==> config.mk <==
export PLATFORM = sky130hd
export DESIGN_NAME = getir
export DESIGN_NICKNAME = d
export VERILOG_FILES = /design/src/rtl/getir.sv
export SDC_FILE = /design/constraint.sdc
export NUM_CORES = 1
export LEC_CHECK = 0
export ABC_AREA = 1
export BUFFER_PORTS_ARGS = -buffer_cell sky130_fd_sc_hd__buf_2
export CAP_MARGIN = 20
export CORE_ASPECT_RATIO = 1.5
export CORE_MARGIN = 4
export CORE_UTILIZATION = 64
export CTS_BUF_LIST = sky130_fd_sc_hd__clkbuf_8
export CTS_CLUSTER_SIZE = 40
export DETAILED_ROUTE_END_ITERATION = 10
export MAX_ROUTING_LAYER = met4
export PLACE_DENSITY = 0.95
export SYNTH_ARGS = -nofsm -noshare
export SYNTH_HDL_FRONTEND = slang
export SYNTH_SLANG_ARGS = --single-unit
==> constraint.sdc <==
create_clock -name clk_i -period 9.9 [get_ports clk_i]
set_input_delay 2.475 -clock clk_i [delete_from_list [all_inputs] [get_ports clk_i]]
set_output_delay 2.475 -clock clk_i [all_outputs]
set_load 0.05 [all_outputs]
==> src/rtl/getir.sv <==
// Instruction fetch unit: credit-limited requests to L1I, in-order responses into a small head-registered buffer.
// Define GETIR_STATIK_TAHMIN_EN to build static backward-taken branch prediction.
module getir #(
  parameter logic [31:0] RESET_PS        = 32'h4000_0000,
  parameter int unsigned TAMPON_DERINLIK = 2
) (
  input  logic        clk_i,
  input  logic        rst_i,
  output logic        l1b_istek_o,
  output logic [31:0] l1b_adres_o,
  input  logic        l1b_istek_hazir_i,
  input  logic        l1b_yanit_gecerli_i,
  input  logic [31:0] l1b_yanit_buyruk_i,
  input  logic        cek_bosalt_i,
  input  logic [31:0] cek_ps_i,
  input  logic        cek_duraklat_i,
  output logic [31:0] getir_buyruk_o,
  output logic [31:0] getir_ps_o,
  output logic        getir_gecerli_o,
  output logic        getir_atladi_o
);
  localparam int unsigned D    = TAMPON_DERINLIK;
  localparam int unsigned SW   = $clog2(TAMPON_DERINLIK) + 1;
  localparam logic [31:0] HIZA = 32'hFFFF_FFFC;

  logic [31:0]   ps_q, ps_d;
  logic [31:0]   buyruk_q [D];
  logic [31:0]   buyruk_d [D];
  logic [31:0]   bps_q [D];
  logic [31:0]   bps_d [D];
  logic [31:0]   psk_q [D];
  logic [31:0]   psk_d [D];
  logic [SW-1:0] dolu_q, dolu_d, canli_q, canli_d, dusur_q, dusur_d, bekleyen;
  logic [SW:0]   kredi;
  logic          yanit_var, yanit_canli, yaz, tahmin, kabul, cek;

  // canli: outstanding requests whose PC is queued in psk; dusur: requests whose responses are discarded
  assign bekleyen    = canli_q + dusur_q;
  assign kredi       = {1'b0, dolu_q} + {1'b0, bekleyen};
  assign yanit_var   = l1b_yanit_gecerli_i && (bekleyen != '0);
  assign yanit_canli = l1b_yanit_gecerli_i && (dusur_q == '0) && (canli_q != '0);
  assign yaz         = yanit_canli && !cek_bosalt_i;
  assign l1b_istek_o = !rst_i && !cek_bosalt_i && !tahmin && (kredi < (SW+1)'(D));
  assign kabul       = l1b_istek_o && l1b_istek_hazir_i;
  assign cek         = getir_gecerli_o && !cek_duraklat_i;

  assign l1b_adres_o     = ps_q;
  assign getir_buyruk_o  = buyruk_q[0];
  assign getir_ps_o      = bps_q[0];
  assign getir_gecerli_o = (dolu_q != '0);

`ifdef GETIR_STATIK_TAHMIN_EN
  logic        atladi_q [D];
  logic        atladi_d [D];
  logic [31:0] b_imm, hedef;
  assign b_imm  = {{20{l1b_yanit_buyruk_i[31]}}, l1b_yanit_buyruk_i[7],
                   l1b_yanit_buyruk_i[30:25], l1b_yanit_buyruk_i[11:8], 1'b0};
  assign tahmin = yaz && (l1b_yanit_buyruk_i[6:0] == 7'b1100011) && l1b_yanit_buyruk_i[31];
  assign hedef  = (psk_q[0] + b_imm) & HIZA;
  assign getir_atladi_o = atladi_q[0];
`else
  assign tahmin = 1'b0;
  assign getir_atladi_o = 1'b0;
`endif

  // Shift buffer with head at slot 0; a pop that empties it leaves slot 0 untouched so outputs hold
  always_comb begin
    buyruk_d = buyruk_q;
    bps_d    = bps_q;
`ifdef GETIR_STATIK_TAHMIN_EN
    atladi_d = atladi_q;
`endif
    dolu_d   = dolu_q;
    if (cek_bosalt_i) begin
      dolu_d = '0;
    end else begin
      if (cek) begin
        for (int unsigned i = 0; i + 1 < D; i++) begin
          if (i + 1 < 32'(dolu_q)) begin
            buyruk_d[i] = buyruk_q[i+1];
            bps_d[i]    = bps_q[i+1];
`ifdef GETIR_STATIK_TAHMIN_EN
            atladi_d[i] = atladi_q[i+1];
`endif
          end
        end
        dolu_d = dolu_q - SW'(1);
      end
      if (yaz) begin
        for (int unsigned i = 0; i < D; i++) begin
          if (i == 32'(dolu_d)) begin
            buyruk_d[i] = l1b_yanit_buyruk_i;
            bps_d[i]    = psk_q[0];
`ifdef GETIR_STATIK_TAHMIN_EN
            atladi_d[i] = tahmin;
`endif
          end
        end
        dolu_d = dolu_d + SW'(1);
      end
    end
  end

  always_comb begin
    psk_d   = psk_q;
    canli_d = canli_q;
    dusur_d = dusur_q;
    ps_d    = ps_q;
    if (cek_bosalt_i) begin
      canli_d = '0;
      dusur_d = bekleyen - (yanit_var ? SW'(1) : '0);
      ps_d    = cek_ps_i & HIZA;
    end else if (tahmin) begin
`ifdef GETIR_STATIK_TAHMIN_EN
      ps_d    = hedef;
`endif
      canli_d = '0;
      dusur_d = canli_q - SW'(1);
    end else begin
      if (l1b_yanit_gecerli_i && (dusur_q != '0)) begin
        dusur_d = dusur_q - SW'(1);
      end else if (yanit_canli) begin
        for (int unsigned i = 0; i + 1 < D; i++)
          if (i + 1 < 32'(canli_q)) psk_d[i] = psk_q[i+1];
        canli_d = canli_q - SW'(1);
      end
      if (kabul) begin
        for (int unsigned i = 0; i < D; i++)
          if (i == 32'(canli_d)) psk_d[i] = ps_q;
        canli_d = canli_d + SW'(1);
        ps_d    = ps_q + 32'd4;
      end
    end
  end

  always_ff @(posedge clk_i) begin
    if (rst_i) begin
      ps_q    <= RESET_PS & HIZA;
      dolu_q  <= '0;
      canli_q <= '0;
      dusur_q <= '0;
      for (int unsigned i = 0; i < D; i++) begin
        buyruk_q[i] <= '0;
        bps_q[i]    <= '0;
`ifdef GETIR_STATIK_TAHMIN_EN
        atladi_q[i] <= 1'b0;
`endif
      end
    end else begin
      ps_q     <= ps_d;
      dolu_q   <= dolu_d;
      canli_q  <= canli_d;
      dusur_q  <= dusur_d;
      buyruk_q <= buyruk_d;
      bps_q    <= bps_d;
`ifdef GETIR_STATIK_TAHMIN_EN
      atladi_q <= atladi_d;
`endif
    end
  end

  always_ff @(posedge clk_i) begin
    psk_q <= psk_d;
  end

endmodule

# Yosys cells after proc, flatten, opt, wreduce, memory -nomap -nowiden
# Cells that the tools add are included.
# totals
output_inout_bits	99
word_cells	78
register_bits	230
# classes
n_eq_ne	2
n_bitwise	1
mux	28
reduce_logical	24
n_lt_le_gt_ge	3
add_sub_neg	9
# op_table
operator	n
two-way mux 32 bit	15
two-way mux 64 bit	3
adder 32 x 3 -> 32 bit (second input constant)	1
two-way mux 2 bit	9
nonzero test 2 bit	6
logical AND 1 bit	9
logical NOT 2 bit	3
AND reduction 3 bit	2
subtractor 2 x 1 -> 2 bit (second input constant)	3
adder 2 x 1 -> 2 bit (second input constant)	2
equality test 1 x 2 -> 1 bit (first input constant)	2
less-than comparator 1 x 2 -> 1 bit (first input constant)	2
adder 2 x 2 -> 3 bit	1
logical NOT 1 bit	3
less-than comparator 3 x 2 -> 1 bit (second input constant)	1
adder 2 bit	1
OR reduction 2 bit	1
subtractor 2 x 1 -> 2 bit	1
two-way mux 1 bit	1
inverter 1 bit	1

# Longest topological paths before layout
# logic_depth
depth_word	9
mapped_depth	15

# Worst setup path after synthesis
# OpenSTA, ideal clock, no wires.
# synth_timing
path_type	in2out
from	input rst_i
to	output l1b_istek_o
path_slack_ns	3.474
stages	3
t_arrival_ns	3.951
path_buffers	2
required_time_ns	7.425
cell_sequence	buf_2 -> clkbuf_1 -> nor3_1
# synth_between
elab_chain_cells	3
# synth_rtl
item	line	text
start: declaration	8	input logic rst_i,
logical NOT 1 bit	43	assign l1b_istek_o = !rst_i && !cek_bosalt_i && !tahmin && (kredi < (SW+1)'(D));
logical AND 1 bit (2 in a row)	43	
end: declaration	9	output logic l1b_istek_o,
# No other way between the ends.

# Final worst setup path
# Same ends and word-level chain as after synthesis.

==> run metrics <==
initial DRC count between 1000 and 1500; Logic pwr share around 10%; initial antenna violation count 0; share of layout cells above drive strength 1 ~16%; Remaining Overflow, GRT 0; Max clock buf depth 3; Final ANT Viol Nets 0; post-synthesis adder-cell area fraction between 1.5 and 2%; Flop pwr share a little over half; Synth Area in Simple Gates ~22%; largest net degree at the start of global routing ~130; vias in the first global route 9685; All-Layer GR Usage between 20 and 30%; switch share about 28%; drc violations 0; synthesis-stage register bit count ~230; Post-DP Area around 11000 um^2; footprint of the multi-input gates 4740 um^2; Least-Margin Pin Slew approximately 1000 ps; sequential-to-total area share from yosys stat 45.77%; synth warn 0; Die ar. 19790 um^2; leak pwr approximately 5.0 nW; die height around 170 um; hold buffer count at cts 0; Vias between 10000 and 15000; largest family of logic cells by synthesized area simple AND/OR/NAND/NOR gates; commonest non-fill, non-tap cell in the layout nand2_1; Avg WL per Cell between 15 and 20 um; first-pass GRT wire length 45390 um; share of total power in the clock network between 30% and 40%; Distinct cells, synth 34; Die Wd ~120 um; Final nets 1605; setup TNS 0 ps; Final Cell Area around 12000 um^2; peak supply drop between 100 and 150 uV; Final period util between 50% and 60%; CTS tree built; status complete, no violations; Final setup viols 0; Compound-Gate Fraction of Synth Area 17.92%; crit path DAT between 3000 and 4000 ps; PD cells about 160 nW/um^2; final hold violations 0; H-Tree Depth 2; post-route minimum period 5934 ps; Layout area overhead 7.747%; routability cong. about 0.95; Max-slew headroom 30.94%; core area 17270 um^2; most frequent cells in the layout nand2_1 (333), dfxtp_1 (164), buf_2 (163); post-synthesis mux area share 0%; number of synthesized flops with an enable pin 62; row cnt approximately 60; type of the worst setup path in2out; fill count 1365; Top Ports roughly 170; wirelength, routed ~28000 um; Sinks on Clock Net approximately 230; Async SR Flop Fraction 0%; Worst Setup End Kind output pin; NetSw 0.0005332 W; Final Max Slew Viols 0; first drt pass iteration count 6; Worst-Skew Late Latency around 520 ps; CP required between 7000 and 8000 ps; crit start category input pin; Post-Synthesis Cells 1470; Num CTS Buffers 35; number of max-cap violations 0; cts repair resizes 0; cell total after placement 1697; P_int roughly 0.0014 W; clk slew on worst S/H paths 60 ps; placed wire-length estimate 17940 um; count of input and output buffers roughly 160; CP Max Fanout 54; main flop type after synthesis dfxtp_1; Synth Cell Area around 11000 um^2; fmax 168.5 MHz; Initial Util between 60% and 70%; Vias per Instance approximately 5.8; Syn Area/Cell about 7.6 um^2; RSZ-0062 raised after global routing false; # Post-CTS Setup Buffers 0; Cell Count, Final, Fillers Out roughly 1800; Worst Clk Skew between 20 and 25 ps; Root Driver clkbuf_8; Antenna diodes 0; Hold WC Path Type reg2reg; Register Area 5145 um^2; Synth Area in XOR/XNOR 0.7792%
area by class of cell:
cell class	instances	area share, %
Inverter	105	3.254
Sequential cell	226	42.48
Timing Repair Buffer	175	7.645
Clock inverter	23	0.8574
Clock buffer	39	4.432
Multi-Input combinational cell	979	39.13
Tap cell	213	2.200
cells by family (layout without fill, tap and decap cells):
kind of cell    count (synthesis)  in the layout
simple gates                  574            574
compound gates                379            379
buf+inv                       267            342
flops                         226            226
fa+ha+maj                      13             13
xor+xnor                       10             10
other cells                     1              3
cells in the mapped netlist, types with 2 or more instances:
library cell | number | area share, %
a31oi_1 | 36 | 2.0
buf_6 | 9 | 0.90
nand2_1 | 334 | 11
nor2_1 | 80 | 2.7
inv_2 | 5 | 0.17
nor2_2 | 6 | 0.33
nor3_1 | 2 | 0.089
nand3_1 | 134 | 6.0
clkbuf_1 | 44 | 1.5
nand3b_1 | 2 | 0.13
o21ai_0 | 152 | 6.8
a21oi_1 | 129 | 5.7
buf_1 | 4 | 0.13
buf_4 | 73 | 4.9
o21ai_1 | 33 | 1.5
ha_1 | 12 | 1.3
buf_2 | 32 | 1.4
xor2_1 | 10 | 0.78
dfxtp_1 | 164 | 29
or2_2 | 2 | 0.11
nor2_4 | 3 | 0.30
nand4_1 | 2 | 0.11
o211ai_1 | 26 | 1.7
nand2_2 | 6 | 0.33
inv_1 | 100 | 3.3
edfxtp_1 | 62 | 17
power groups by stage:
stage                     clock (W)  combinational, W  sequential (W)
after floorplan                   0          0.000125         0.00105
after global placement            0          0.000189         0.00103
after detailed placement          0          0.000196         0.00103
after CTS                  0.000734          0.000198         0.00101
after global routing       0.000777          0.000219         0.00102
final                      0.000723          0.000198         0.00101
worst paths after layout:
check / depth (start not counted) / from / slack, ps / to
worst max register to register: 11 / canli_q[0] / 5860 / psk_q[46]
worst min-delay path: 2 / buyruk_q[5] / 450 / buyruk_q[5]
worst max-delay path: 4 / rst_i / 3970 / l1b_istek_o
worst min register to register: 2 / buyruk_q[5] / 450 / buyruk_q[5]
metrics by stage:
stage / util, % / total power (W) / worst slack [ps] / hold slack, ps
6_report: 70.11 / 0.001936 / 3966 / 446.1
5_1_grt: 70.11 / 0.002015 / 3901 / 468.0
4_1_cts: 69.96 / 0.001945 / 3948 / 448.3
3_5_place_dp: 66.25 / 0.001230 / 3784 / 439.0
3_3_place_gp: 66.25 / 0.001220 / 3915 / 433.4
2_1_floorplan: - / 0.001174 / 3474 / 424.5
per-layer routing:
layer / vias to the layer above / wire [um] / global-route usage [%]
met5: - / 0 / -
met4: 0 / 1026 / 12.87
met3: 81 / 2190 / 3.878
met2: 481 / 13960 / 47.28
met1: 4770 / 10730 / 34.43
li1: 4951 / - / -
sequential cells by signal, summed over array words and instances (netlist names):
signal and flops:
buyruk_q 32, bps_q 32, getir_ps_o 32, dolu_q 2, dusur_q 2, l1b_adres_o 30, psk_q 62, getir_buyruk_o 32
canli_q 2
critical path, cell delays in order:
cell and delay, ps:
buf_2 80, buf_4 540, nor3_1 100, buf_2 240
Note: power is estimated with default switching activity, not from simulation.
